$ cat src/rtl/pos_rom_arbiter_pkg.sv
// Shared definitions for the positional-embedding ROM arbiter and its users.
package tva_pos_pkg;

  localparam int FP16_W         = 16;
  localparam int DEF_NUM_TOKENS = 196;
  localparam int DEF_E          = 128;
  localparam int ID_W           = 4;

  // One tracking slot per ROM latency cycle; the id is wide enough for 16 requesters.
  typedef struct packed {
    logic            valid;
    logic [ID_W-1:0] id;
    logic            err;
  } pos_req_tag_t;

endpackage

$ cat src/rtl/pos_rom_arbiter_if.sv
// Requester-side bus of the positional ROM arbiter: flattened requests in, one-hot grant and response out.
interface pos_rom_arbiter_if #(
  parameter int NUM_REQ    = 4,
  parameter int TW         = 8,
  parameter int DW         = 7,
  parameter int DATA_WIDTH = 16
);
  logic [NUM_REQ-1:0]    req_valid;
  logic [NUM_REQ*TW-1:0] req_token;
  logic [NUM_REQ*DW-1:0] req_dim;
  logic [NUM_REQ-1:0]    req_ready;
  logic [NUM_REQ-1:0]    rsp_valid;
  logic [DATA_WIDTH-1:0] rsp_data;
  logic                  rsp_err;

  modport master (
    output req_valid, req_token, req_dim,
    input  req_ready, rsp_valid, rsp_data, rsp_err
  );

  modport slave (
    input  req_valid, req_token, req_dim,
    output req_ready, rsp_valid, rsp_data, rsp_err
  );
endinterface

$ cat src/rtl/pos_rom_arbiter_rr_picker.sv
// Combinational round-robin picker: first valid index at or after ptr, with wrap.
module rr_picker #(
  parameter  int N  = 4,
  localparam int IW = $clog2(N)
) (
  input  logic [N-1:0]  i_valid,
  input  logic [IW-1:0] i_ptr,
  output logic [N-1:0]  o_grant,
  output logic [IW-1:0] o_idx,
  output logic          o_any
);

  logic [IW-1:0] w_cand;
  logic          w_found;

  always_comb begin
    o_grant = '0;
    o_idx   = '0;
    w_cand  = '0;
    w_found = 1'b0;
    for (int k = 0; k < N; k++) begin
      w_cand = IW'((int'(i_ptr) + k) % N);
      if (!w_found && i_valid[w_cand]) begin
        w_found         = 1'b1;
        o_grant[w_cand] = 1'b1;
        o_idx           = w_cand;
      end
    end
    o_any = w_found;
  end

endmodule

$ cat src/rtl/pos_rom_arbiter.sv
// Round-robin sharing of one positional ROM read port, with a latency-matched tag pipeline
// that returns each word to its requester as a registered one-hot response.
module pos_rom_arbiter
  import tva_pos_pkg::*;
#(
  parameter  int DATA_WIDTH = FP16_W,
  parameter  int NUM_TOKENS = DEF_NUM_TOKENS,
  parameter  int E          = DEF_E,
  parameter  int NUM_REQ    = 4,
  parameter  int ROM_LAT    = 1,
  localparam int TW         = $clog2(NUM_TOKENS),
  localparam int DW         = $clog2(E),
  localparam int IW         = $clog2(NUM_REQ)
) (
  input  logic                  clk,
  input  logic                  rst_n,
  input  logic                  enable,
  pos_rom_arbiter_if.slave      bus,
  output logic [TW-1:0]         rom_token,
  output logic [DW-1:0]         rom_dim,
  input  logic [DATA_WIDTH-1:0] rom_data,
  output logic                  err_sticky,
  output logic                  busy
);

  localparam logic [TW:0] TOK_LIM = (TW+1)'(NUM_TOKENS);
  localparam logic [DW:0] DIM_LIM = (DW+1)'(E);

  logic [NUM_REQ-1:0]    w_grant;
  logic [IW-1:0]         w_idx;
  logic                  w_any;
  logic                  w_go;
  logic [TW-1:0]         w_tok;
  logic [DW-1:0]         w_dim;
  logic                  w_err;
  logic                  w_pipe_busy;
  logic [NUM_REQ-1:0]    w_tail_oh;
  pos_req_tag_t          w_tag_in;
  pos_req_tag_t          w_tail;

  logic [IW-1:0]         r_ptr;
  logic [TW-1:0]         r_last_tok;
  logic [DW-1:0]         r_last_dim;
  logic [NUM_REQ-1:0]    r_rsp_valid;
  logic [DATA_WIDTH-1:0] r_rsp_data;
  logic                  r_rsp_err;
  logic                  r_err_sticky;

  rr_picker #(.N(NUM_REQ)) u_picker (
    .i_valid (bus.req_valid),
    .i_ptr   (r_ptr),
    .o_grant (w_grant),
    .o_idx   (w_idx),
    .o_any   (w_any)
  );

  assign w_go          = enable & w_any;
  assign bus.req_ready = enable ? w_grant : '0;

  assign w_tok = bus.req_token[w_idx*TW +: TW];
  assign w_dim = bus.req_dim[w_idx*DW +: DW];
  assign w_err = ({1'b0, w_tok} >= TOK_LIM) || ({1'b0, w_dim} >= DIM_LIM);

  // Idle cycles replay the last granted address so the ROM inputs stay quiet.
  assign rom_token = w_go ? w_tok : r_last_tok;
  assign rom_dim   = w_go ? w_dim : r_last_dim;

  assign w_tag_in = {w_go, ID_W'(w_idx), w_err};

  // Grant stage -> ROM latency tracking
  generate
    if (ROM_LAT == 0) begin : g_bypass
      assign w_tail      = w_tag_in;
      assign w_pipe_busy = 1'b0;
    end else begin : g_pipe
      pos_req_tag_t r_pipe [ROM_LAT];

      always_ff @(posedge clk or negedge rst_n) begin
        if (!rst_n) begin
          for (int i = 0; i < ROM_LAT; i++) r_pipe[i] <= '0;
        end else begin
          r_pipe[0] <= w_tag_in;
          for (int i = 1; i < ROM_LAT; i++) r_pipe[i] <= r_pipe[i-1];
        end
      end

      always_comb begin
        w_pipe_busy = 1'b0;
        for (int i = 0; i < ROM_LAT; i++) w_pipe_busy = w_pipe_busy | r_pipe[i].valid;
      end

      assign w_tail = r_pipe[ROM_LAT-1];
    end
  endgenerate

  assign w_tail_oh = NUM_REQ'(1) << w_tail.id;

  always_ff @(posedge clk or negedge rst_n) begin
    if (!rst_n) begin
      r_ptr      <= '0;
      r_last_tok <= '0;
      r_last_dim <= '0;
    end else if (w_go) begin
      r_ptr      <= (int'(w_idx) == NUM_REQ-1) ? '0 : w_idx + 1'b1;
      r_last_tok <= w_tok;
      r_last_dim <= w_dim;
    end
  end

  // Tail of tracking pipeline -> response register
  always_ff @(posedge clk or negedge rst_n) begin
    if (!rst_n) begin
      r_rsp_valid  <= '0;
      r_rsp_data   <= '0;
      r_rsp_err    <= 1'b0;
      r_err_sticky <= 1'b0;
    end else begin
      r_rsp_valid  <= w_tail.valid ? w_tail_oh : '0;
      r_rsp_err    <= w_tail.valid & w_tail.err;
      if (w_tail.valid) r_rsp_data <= w_tail.err ? '0 : rom_data;
      r_err_sticky <= r_err_sticky | (w_go & w_err);
    end
  end

  assign bus.rsp_valid = r_rsp_valid;
  assign bus.rsp_data  = r_rsp_data;
  assign bus.rsp_err   = r_rsp_err;
  assign err_sticky    = r_err_sticky;
  assign busy          = w_pipe_busy | (|r_rsp_valid);

endmodule

$ cat src/flat_wrapper.sv
// flat-port wrapper written by rule: the top's interface ports become plain ports
module pos_rom_arbiter_flat import tva_pos_pkg::*;
#(
  parameter  int DATA_WIDTH = FP16_W,
  parameter  int NUM_TOKENS = DEF_NUM_TOKENS,
  parameter  int E          = DEF_E,
  parameter  int NUM_REQ    = 4,
  parameter  int ROM_LAT    = 1,
  localparam int TW         = $clog2(NUM_TOKENS),
  localparam int DW         = $clog2(E),
  localparam int IW         = $clog2(NUM_REQ)
)
  (clk, rst_n, enable, rom_token, rom_dim, rom_data, err_sticky, busy, bus_req_valid, bus_req_token, bus_req_dim, bus_req_ready, bus_rsp_valid, bus_rsp_data, bus_rsp_err);
  pos_rom_arbiter_if #(.NUM_REQ(NUM_REQ), .DATA_WIDTH(DATA_WIDTH)) bus_i ();
  input  logic clk;
  input  logic rst_n;
  input  logic enable;
  output logic [TW-1:0] rom_token;
  output logic [DW-1:0] rom_dim;
  input  logic [DATA_WIDTH-1:0] rom_data;
  output logic err_sticky;
  output logic busy;
  input wire logic [$bits(bus_i.req_valid)-1:0] bus_req_valid;
  input wire logic [$bits(bus_i.req_token)-1:0] bus_req_token;
  input wire logic [$bits(bus_i.req_dim)-1:0] bus_req_dim;
  output wire logic [$bits(bus_i.req_ready)-1:0] bus_req_ready;
  output wire logic [$bits(bus_i.rsp_valid)-1:0] bus_rsp_valid;
  output wire logic [$bits(bus_i.rsp_data)-1:0] bus_rsp_data;
  output wire logic [$bits(bus_i.rsp_err)-1:0] bus_rsp_err;
  assign bus_i.req_valid = bus_req_valid;
  assign bus_i.req_token = bus_req_token;
  assign bus_i.req_dim = bus_req_dim;
  assign bus_req_ready = bus_i.req_ready;
  assign bus_rsp_valid = bus_i.rsp_valid;
  assign bus_rsp_data = bus_i.rsp_data;
  assign bus_rsp_err = bus_i.rsp_err;
  pos_rom_arbiter #(.DATA_WIDTH(DATA_WIDTH), .NUM_TOKENS(NUM_TOKENS), .E(E), .NUM_REQ(NUM_REQ), .ROM_LAT(ROM_LAT)) u_core (.clk(clk), .rst_n(rst_n), .enable(enable), .bus(bus_i), .rom_token(rom_token), .rom_dim(rom_dim), .rom_data(rom_data), .err_sticky(err_sticky), .busy(busy));
endmodule
$ cat config.mk
export PLATFORM = sky130hd
export DESIGN_NAME = pos_rom_arbiter_flat
export DESIGN_NICKNAME = d
export VERILOG_FILES = /design/src/rtl/pos_rom_arbiter_pkg.sv /design/src/rtl/pos_rom_arbiter_if.sv /design/src/rtl/pos_rom_arbiter_rr_picker.sv /design/src/rtl/pos_rom_arbiter.sv /design/src/flat_wrapper.sv
export SDC_FILE = /design/constraint.sdc
export NUM_CORES = 1
export LEC_CHECK = 0
export CAP_MARGIN = 0
export CELL_PAD_IN_SITES_DETAIL_PLACEMENT = 0
export CELL_PAD_IN_SITES_GLOBAL_PLACEMENT = 1
export CORE_MARGIN = 2
export CORE_UTILIZATION = 30
export CTS_BUF_LIST = sky130_fd_sc_hd__clkbuf_4
export CTS_CLUSTER_SIZE = 8
export DETAILED_ROUTE_END_ITERATION = 10
export PLACE_DENSITY_LB_ADDON = 0.1
export SYNTH_ARGS = -nofsm -noshare
export SYNTH_HDL_FRONTEND = slang
export SYNTH_SLANG_ARGS = --single-unit
$ cat constraint.sdc
create_clock -name clk -period 4.5 [get_ports clk]
set_input_delay 0.675 -clock clk [delete_from_list [all_inputs] [get_ports clk]]
set_output_delay 0.675 -clock clk [all_outputs]
set_load 0.01 [all_outputs]
# After elaboration in Yosys (flattened, before gate mapping)
# Cells that the tools add are included.
[totals] register_bits=43 in_bits=83 output_inout_bits=42 word_cells=81
[classes] addsub=4 multipliers=1 magnitude_cmp=9 n_eq_ne=1 shift=3 mux=34 n_bitwise=8 reduce_logical=11
[op_table] cell="$shiftx 32x6->8" n=1
[op_table] cell="$shiftx 28x6->7" n=1
[op_table] cell="$mux 4" n=6
[op_table] cell="$mux 16" n=1
[op_table] cell="$lt 2x3->1 const B" n=4
[op_table] cell="$mux 1" n=12
[op_table] cell="$or 4x4->4" n=3
[op_table] cell="$mux 2" n=5
[op_table] cell="$bmux 1 s2" n=4
[op_table] cell="$demux 1 s2" n=4
[op_table] cell="$ge 2x1->1 const B" n=4
[op_table] cell="$ge 8x8->1 const B" n=1
[op_table] cell="$mux 8" n=1
[op_table] cell="$logic_and 1x1->1" n=7
[op_table] cell="$mux 7" n=1
[op_table] cell="$mul 2x3->5 const B" n=1
[op_table] cell="$add 2x1->2 const B" n=2
[op_table] cell="$add 2x2->2 const B" n=2
[op_table] cell="$reduce_or 4->1" n=1
[op_table] cell="$shl 1x2->4 const A" n=1
[op_table] cell="$and 1x1->1" n=3
[op_table] cell="$logic_not 1->1" n=3
[op_table] cell="$eq 2x1->1 const B" n=1
[op_table] cell="$or 1x1->1" n=2

# Longest topological paths before layout
[depth] depth_word=16 ltp_mapped=13 ltp_nobuf=10

# By module
# A second synthesis with hierarchy kept.
[hier_totals] hier_cells=200 area_unflattened_um2=2506.2
[modules_own_cells] module="pos_rom_arbiter" instances=1 cells_each=155 area_each_um2=2083.2 seq_area_each_um2=1076.0
[modules_own_cells] module="rr_picker" instances=1 cells_each=45 area_each_um2=422.9 seq_area_each_um2=0.0

# Worst setup path after synthesis
# No wires, ideal clock.
[synth_timing] path_kind="reg2out" from="reg u_core.r_ptr[0]" to="out rom_dim[1]" arrival_time_ps=2977 required_time_ps=3825 setup_slack_ps=848 path_stages_with_launch=14 n_path_buf=3 path_cell_list="dfrtp_1 > buf_6 > inv_1 > ha_1 > mux4_2 > a221oi_4 > o21ai_4 > inv_4 > buf_6 > buf_2 > nand2_1 > nand3_1 > o21ai_1 > o21ai_1"
[synth_via] elab_chain_cells=15 elab_cells_between_ends=29 cone_classes="3 x add/sub; 1 x mul; 1 x shift; 17 x mux; 1 x bitwise; 6 x reduce/logical"
[synth_lines] element="from (decl)" line="pos_rom_arbiter.sv:41" source="logic [IW-1:0] r_ptr;"
[synth_lines] element="from (signal assigned)" line="pos_rom_arbiter.sv:104" source="r_ptr <= (int'(w_idx) == NUM_REQ-1) ? '0 : w_idx + 1'b1;"
[synth_lines] element="branches (longest 14 deep; another with $mul 2x3->5)"
[synth_lines] element="$mux 7 *" line="pos_rom_arbiter.sv:66" source="assign rom_dim = w_go ? w_dim : r_last_dim;"
[synth_lines] element="to (decl)" line="flat_wrapper.sv:19" source="output logic [DW-1:0] rom_dim;"
# Mark *: on every way between the ends. The select of a mux whose other input is x is not followed.

# Worst setup path after layout
[layout_timing] from="in bus_req_valid[0]" to="out rom_token[6]"
[layout_via] elab_chain_cells=14 elab_cells_between_ends=25 cone_classes="1 x shift; 17 x mux; 1 x bitwise; 6 x reduce/logical"
[layout_lines] element="from (decl)" line="flat_wrapper.sv:23" source="input wire logic [$bits(bus_i.req_valid)-1:0] bus_req_valid;"
[layout_lines] element="$bmux 1 s2" line="pos_rom_arbiter_rr_picker.sv:23" source="if (!w_found && i_valid[w_cand]) begin"
[layout_lines] element="$mux 1 (implied by the code)" line="pos_rom_arbiter_rr_picker.sv:23"
[layout_lines] element="$mux 1" line="pos_rom_arbiter_rr_picker.sv:23"
[layout_lines] element="$logic_not 1->1" line="pos_rom_arbiter_rr_picker.sv:23"
[layout_lines] element="$logic_and 1x1->1" line="pos_rom_arbiter_rr_picker.sv:23"
[layout_lines] element="$mux 1" line="pos_rom_arbiter_rr_picker.sv:23"
[layout_lines] element="$logic_not 1->1" line="pos_rom_arbiter_rr_picker.sv:23"
[layout_lines] element="$logic_and 1x1->1" line="pos_rom_arbiter_rr_picker.sv:23"
[layout_lines] element="$mux 1" line="pos_rom_arbiter_rr_picker.sv:23"
[layout_lines] element="$logic_not 1->1" line="pos_rom_arbiter_rr_picker.sv:23"
[layout_lines] element="$logic_and 1x1->1" line="pos_rom_arbiter_rr_picker.sv:23"
[layout_lines] element="$mux 2 / $mux 1 (equally long branches)" line="pos_rom_arbiter_rr_picker.sv:23"
[layout_lines] element="$shiftx 32x6->8 / $and 1x1->1 (equally long branches)" line="pos_rom_arbiter.sv:60, pos_rom_arbiter.sv:57"
[layout_lines] element="$mux 8 *" line="pos_rom_arbiter.sv:65" source="assign rom_token = w_go ? w_tok : r_last_tok;"
[layout_lines] element="to (decl)" line="flat_wrapper.sv:18" source="output logic [TW-1:0] rom_token;"
# Every way passes the cells marked *; elsewhere a longest branch is shown, timed or not. The select of a mux whose other input is x is not followed.

==> results.sh <==
export IMPL_status="complete, no violations"
export IMPL_grtUsageTotal_pct=14.5
export IMPL_worstSetupPathType="input port to output pin"
export IMPL_startpoint="bus_req_valid[0]"
export IMPL_post_synth_num_cell_types=38
export IMPL_timing_setup_tns_ps=0
export IMPL_timing_critical_path_fanout_max=10
export IMPL_vias_in_the_first_global_route=2315
export IMPL_drt_first_iter_violations=53
export IMPL_unrepaired_setup_endpoints_after_global_routing="no"
export IMPL_finalHoldViolCount=0
export IMPL_dr_total_vias=2417
export IMPL_final_period_utilization_pct=95.3
export IMPL_hold_class="input port to asynchronous set/reset pin"
export IMPL_power_static_leakage_nw=1.79
export IMPL_routed_wire_length_um=6760
export IMPL_cp_slowest_cell="sky130_fd_sc_hd__mux4_2"
export IMPL_die_outline_area_mm2=0.00941
export IMPL_core_rowCount=33
export IMPL_power_per_cell_area_mw_per_mm2=650
export IMPL_worst_setup_hold_path_clk_slew_ps=130
export IMPL_final_setup_skew_ps=6.93
export IMPL_number_of_max_slew_violations_in_the_final_report=0
export IMPL_area_growth_pct=58.9
export IMPL_dr_drc_count=0
export IMPL_drv_cap=0
export IMPL_chipWidth_um=97.0
export IMPL_slack_of_the_critical_path_ps=212
export IMPL_most_common_layout_cells="sky130_fd_sc_hd__clkdlybuf4s50_1 (123), sky130_fd_sc_hd__dfrtp_1 (42), sky130_fd_sc_hd__nor2_1 (37)"
export IMPL_io_buffers=124
export IMPL_cts_sinks=43
export IMPL_core_area_mm2=0.00830
export IMPL_tritoncts_num_buffers=5
export IMPL_synthesis_area_mm2=0.00260
export IMPL_timing_critical_path_required_ps=3830
export IMPL_most_frequent_standard_cell_in_the_layout_excluding_fill_and_tap_cells="sky130_fd_sc_hd__clkdlybuf4s50_1"
export IMPL_cts_tree="yes"
export IMPL_place_hpwl_um=5070
export IMPL_antenna_cells=0
export IMPL_launch_instance_of_the_worst_register_to_register_path="u_core.r_ptr[1]$_DFFE_PN0P_"
export IMPL_cts_buffer_depth=2
export IMPL_worst_reg_to_reg_setup_slack_ps=1350
export IMPL_yosysSeqAreaShare_pct=41.4
export IMPL_final_antenna_net_count=0
export IMPL_cts_root_buf="sky130_fd_sc_hd__clkbuf_4"
export IMPL_grt_antenna_before_repair=0
export IMPL_yosys_warnings=0
export IMPL_postCtsHoldBufs=0
export IMPL_cp_start_kind="input port"
export IMPL_critical_path_cell_sequence="clkdlybuf4s50_1, mux4_2, a221oi_4, o21ai_4, inv_4, buf_12, mux2i_1, mux2i_1, mux2_2, clkdlybuf4s50_1"
export IMPL_power_total_mw=2.68
export IMPL_wire_per_inst_um=12.9
export IMPL_finalSetupViolCount=0
export IMPL_syn_nets=377
export IMPL_drt_pass1_iter_count=4
export IMPL_r2r_cells=12
export IMPL_layout_drive_gt1_share_pct=11.2
export IMPL_syn_area_per_cell_um2=9.08
export IMPL_dpl_worst_slack_ps=110
export IMPL_cp_arrival_ps=3610
export IMPL_rr_endpoint="u_core.g_pipe.r_pipe[0]$_DFF_PN0_"
export IMPL_crit_path_largest_cell_delay_ps=630
export IMPL_vias_per_cell=4.62
export IMPL_starting_density_of_the_core_pct=31.3
export IMPL_globalRoute_totalOverflow=0
export IMPL_gpl_final_weighted_congestion=0.745
export IMPL_worst_slew_pin_slew_ps=966
export IMPL_ir_worst_vdd_uv=313
export IMPL_grt_max_degree=44
export IMPL_ios=125
export IMPL_fmax_ghz=0.233
export IMPL_worstSetupEndpointType="output pin"
export IMPL_nets_finish=508
export IMPL_max_slew_margin_pct=35.6
export IMPL_die_height_um=97.0
export IMPL_htree_num_levels=2
export IMPL_post_synthesis_instance_total=286
export IMPL_grt_first_pass_wirelength_um=11300
export IMPL_yosys_register_bits=43
export IMPL_period_needed_ps=4290
export IMPL_clock_latency_of_the_later_clocked_register_in_the_worst_skew_pair_ps=350
export IMPL_timing_critical_path_to="rom_token[6]"
## kinds of logic after synthesis
family          count (synthesis)  synth area share (%)
simple gates                  111                  20.8
mux                            28                  11.9
flops                          43                  41.4
fa+ha+maj                       8                  3.86
compound gates                 60                  16.0
buf+inv                        36                  6.07
## synth_stat cells
cell type | n | area share (%)
sky130_fd_sc_hd__nor3_2 | 1 | 0.39
sky130_fd_sc_hd__o31ai_4 | 1 | 0.82
sky130_fd_sc_hd__o31ai_2 | 1 | 0.48
sky130_fd_sc_hd__a221oi_4 | 1 | 1.0
sky130_fd_sc_hd__nor4_2 | 1 | 0.48
sky130_fd_sc_hd__nor2_1 | 38 | 5.5
sky130_fd_sc_hd__a211oi_1 | 1 | 0.29
sky130_fd_sc_hd__o41ai_1 | 1 | 0.34
sky130_fd_sc_hd__and3b_1 | 3 | 1.0
sky130_fd_sc_hd__a22oi_1 | 9 | 2.6
sky130_fd_sc_hd__o21ai_1 | 18 | 3.5
sky130_fd_sc_hd__a21oi_1 | 4 | 0.77
sky130_fd_sc_hd__o21ai_0 | 21 | 4.0
sky130_fd_sc_hd__dfrtp_1 | 43 | 41
sky130_fd_sc_hd__and2_1 | 5 | 1.2
sky130_fd_sc_hd__clkbuf_1 | 8 | 1.2
sky130_fd_sc_hd__mux2_4 | 1 | 0.58
sky130_fd_sc_hd__inv_4 | 1 | 0.24
sky130_fd_sc_hd__o211ai_2 | 1 | 0.48
sky130_fd_sc_hd__nor3b_1 | 2 | 0.58
sky130_fd_sc_hd__buf_6 | 2 | 0.87
sky130_fd_sc_hd__mux2_1 | 1 | 0.43
sky130_fd_sc_hd__mux2i_1 | 18 | 6.9
sky130_fd_sc_hd__nand3_1 | 9 | 1.7
sky130_fd_sc_hd__inv_2 | 2 | 0.29
sky130_fd_sc_hd__nor2b_1 | 2 | 0.48
sky130_fd_sc_hd__nand3b_1 | 12 | 3.5
sky130_fd_sc_hd__o21ai_4 | 1 | 0.63
sky130_fd_sc_hd__or3_4 | 1 | 0.43
sky130_fd_sc_hd__ha_1 | 8 | 3.9
sky130_fd_sc_hd__mux2_2 | 7 | 3.0
sky130_fd_sc_hd__buf_2 | 4 | 0.77
sky130_fd_sc_hd__nand2_1 | 35 | 5.1
sky130_fd_sc_hd__nor3_1 | 1 | 0.19
sky130_fd_sc_hd__and3_1 | 1 | 0.24
sky130_fd_sc_hd__o41ai_4 | 1 | 1.1
sky130_fd_sc_hd__inv_1 | 19 | 2.7
sky130_fd_sc_hd__mux4_2 | 1 | 0.87
## state kept, by name (all words and copies together), names as in the netlist
| name | count |
|---|---|
| u_core.bus.rsp_data | 16 |
| u_core.r_last_tok | 8 |
| u_core.r_last_dim | 7 |
| u_core.bus.rsp_valid | 4 |
| u_core.g_pipe.r_pipe | 3 |
| u_core.r_ptr | 2 |
| u_core.bus.rsp_err | 1 |
| u_core.err_sticky | 1 |
| u_core.w_pipe_busy | 1 |
## worst max-delay path: cells and delay by family
kind | cells | cell delay, ps
buffers and inverters | 4 | 1320
muxes | 4 | 1230
AOI/OAI and AO/OA | 2 | 390
## report_power, final
| group | switching, mW | internal (mW) |
|---|---|---|
| Combinational | 0.894 | 0.896 |
| Sequential | 0.0628 | 0.521 |
| Clock | 0.127 | 0.179 |
| Total | 1.08 | 1.60 |
## layer usage
layer	wire length [um]	global-route usage [%]
met5	0	0
met4	78	3.58
met3	476	4.12
met2	3070	23.3
met1	3130	19.3
## per-stage QoR
| stage | std cells | instance area [um2] | util [%] | hold slack (ps) |
|---|---|---|---|---|
| global route | 523 | 4130 | 49.7 | 491 |
| floorplan | 286 | 2600 | - | 379 |
| global placement | 513 | 4000 | 48.2 | 455 |
| detailed placement | 513 | 4000 | 48.2 | 453 |
| finish | 523 | 4130 | 49.7 | 454 |
| CTS | 521 | 4110 | 49.5 | 469 |
## cell type report
type                            count  area, um2
Clock buffer                        6       45.0
Inverter                           22       85.1
Fill cell                         811       4170
Multi-Input combinational cell    207       1370
Tap cell                          105        131
Clock inverter                      2       60.1
Sequential cell                    43       1080
Timing Repair Buffer              138       1350
## repair_timing
item / in CTS / in global routing
endpoints found under the setup margin: 6 / 15
setup buffers: 0 / 2
gates resized for setup: 1 / 1
gates cloned: 0 / 0
## how the worst min path moves through the flow
stage                                            from                                   to  cells after the start  slack [ps]
floorplan                                       rst_n   u_core.bus.rsp_data[0]$_DFFE_PN0P_                      0         380
CTS                 u_core.g_pipe.r_pipe[2]$_DFF_PN0_    u_core.bus.rsp_valid[1]$_DFF_PN0_                      1         470
finish                                          rst_n  u_core.bus.rsp_data[12]$_DFFE_PN0P_                      1         450
global placement          u_core.err_sticky$_DFF_PN0_          u_core.err_sticky$_DFF_PN0_                      2         450
global route        u_core.g_pipe.r_pipe[2]$_DFF_PN0_    u_core.bus.rsp_valid[0]$_DFF_PN0_                      1         490
detailed placement  u_core.g_pipe.r_pipe[2]$_DFF_PN0_    u_core.bus.rsp_valid[1]$_DFF_PN0_                      1         450
No activity file was read; power rests on OpenSTA's default activity.
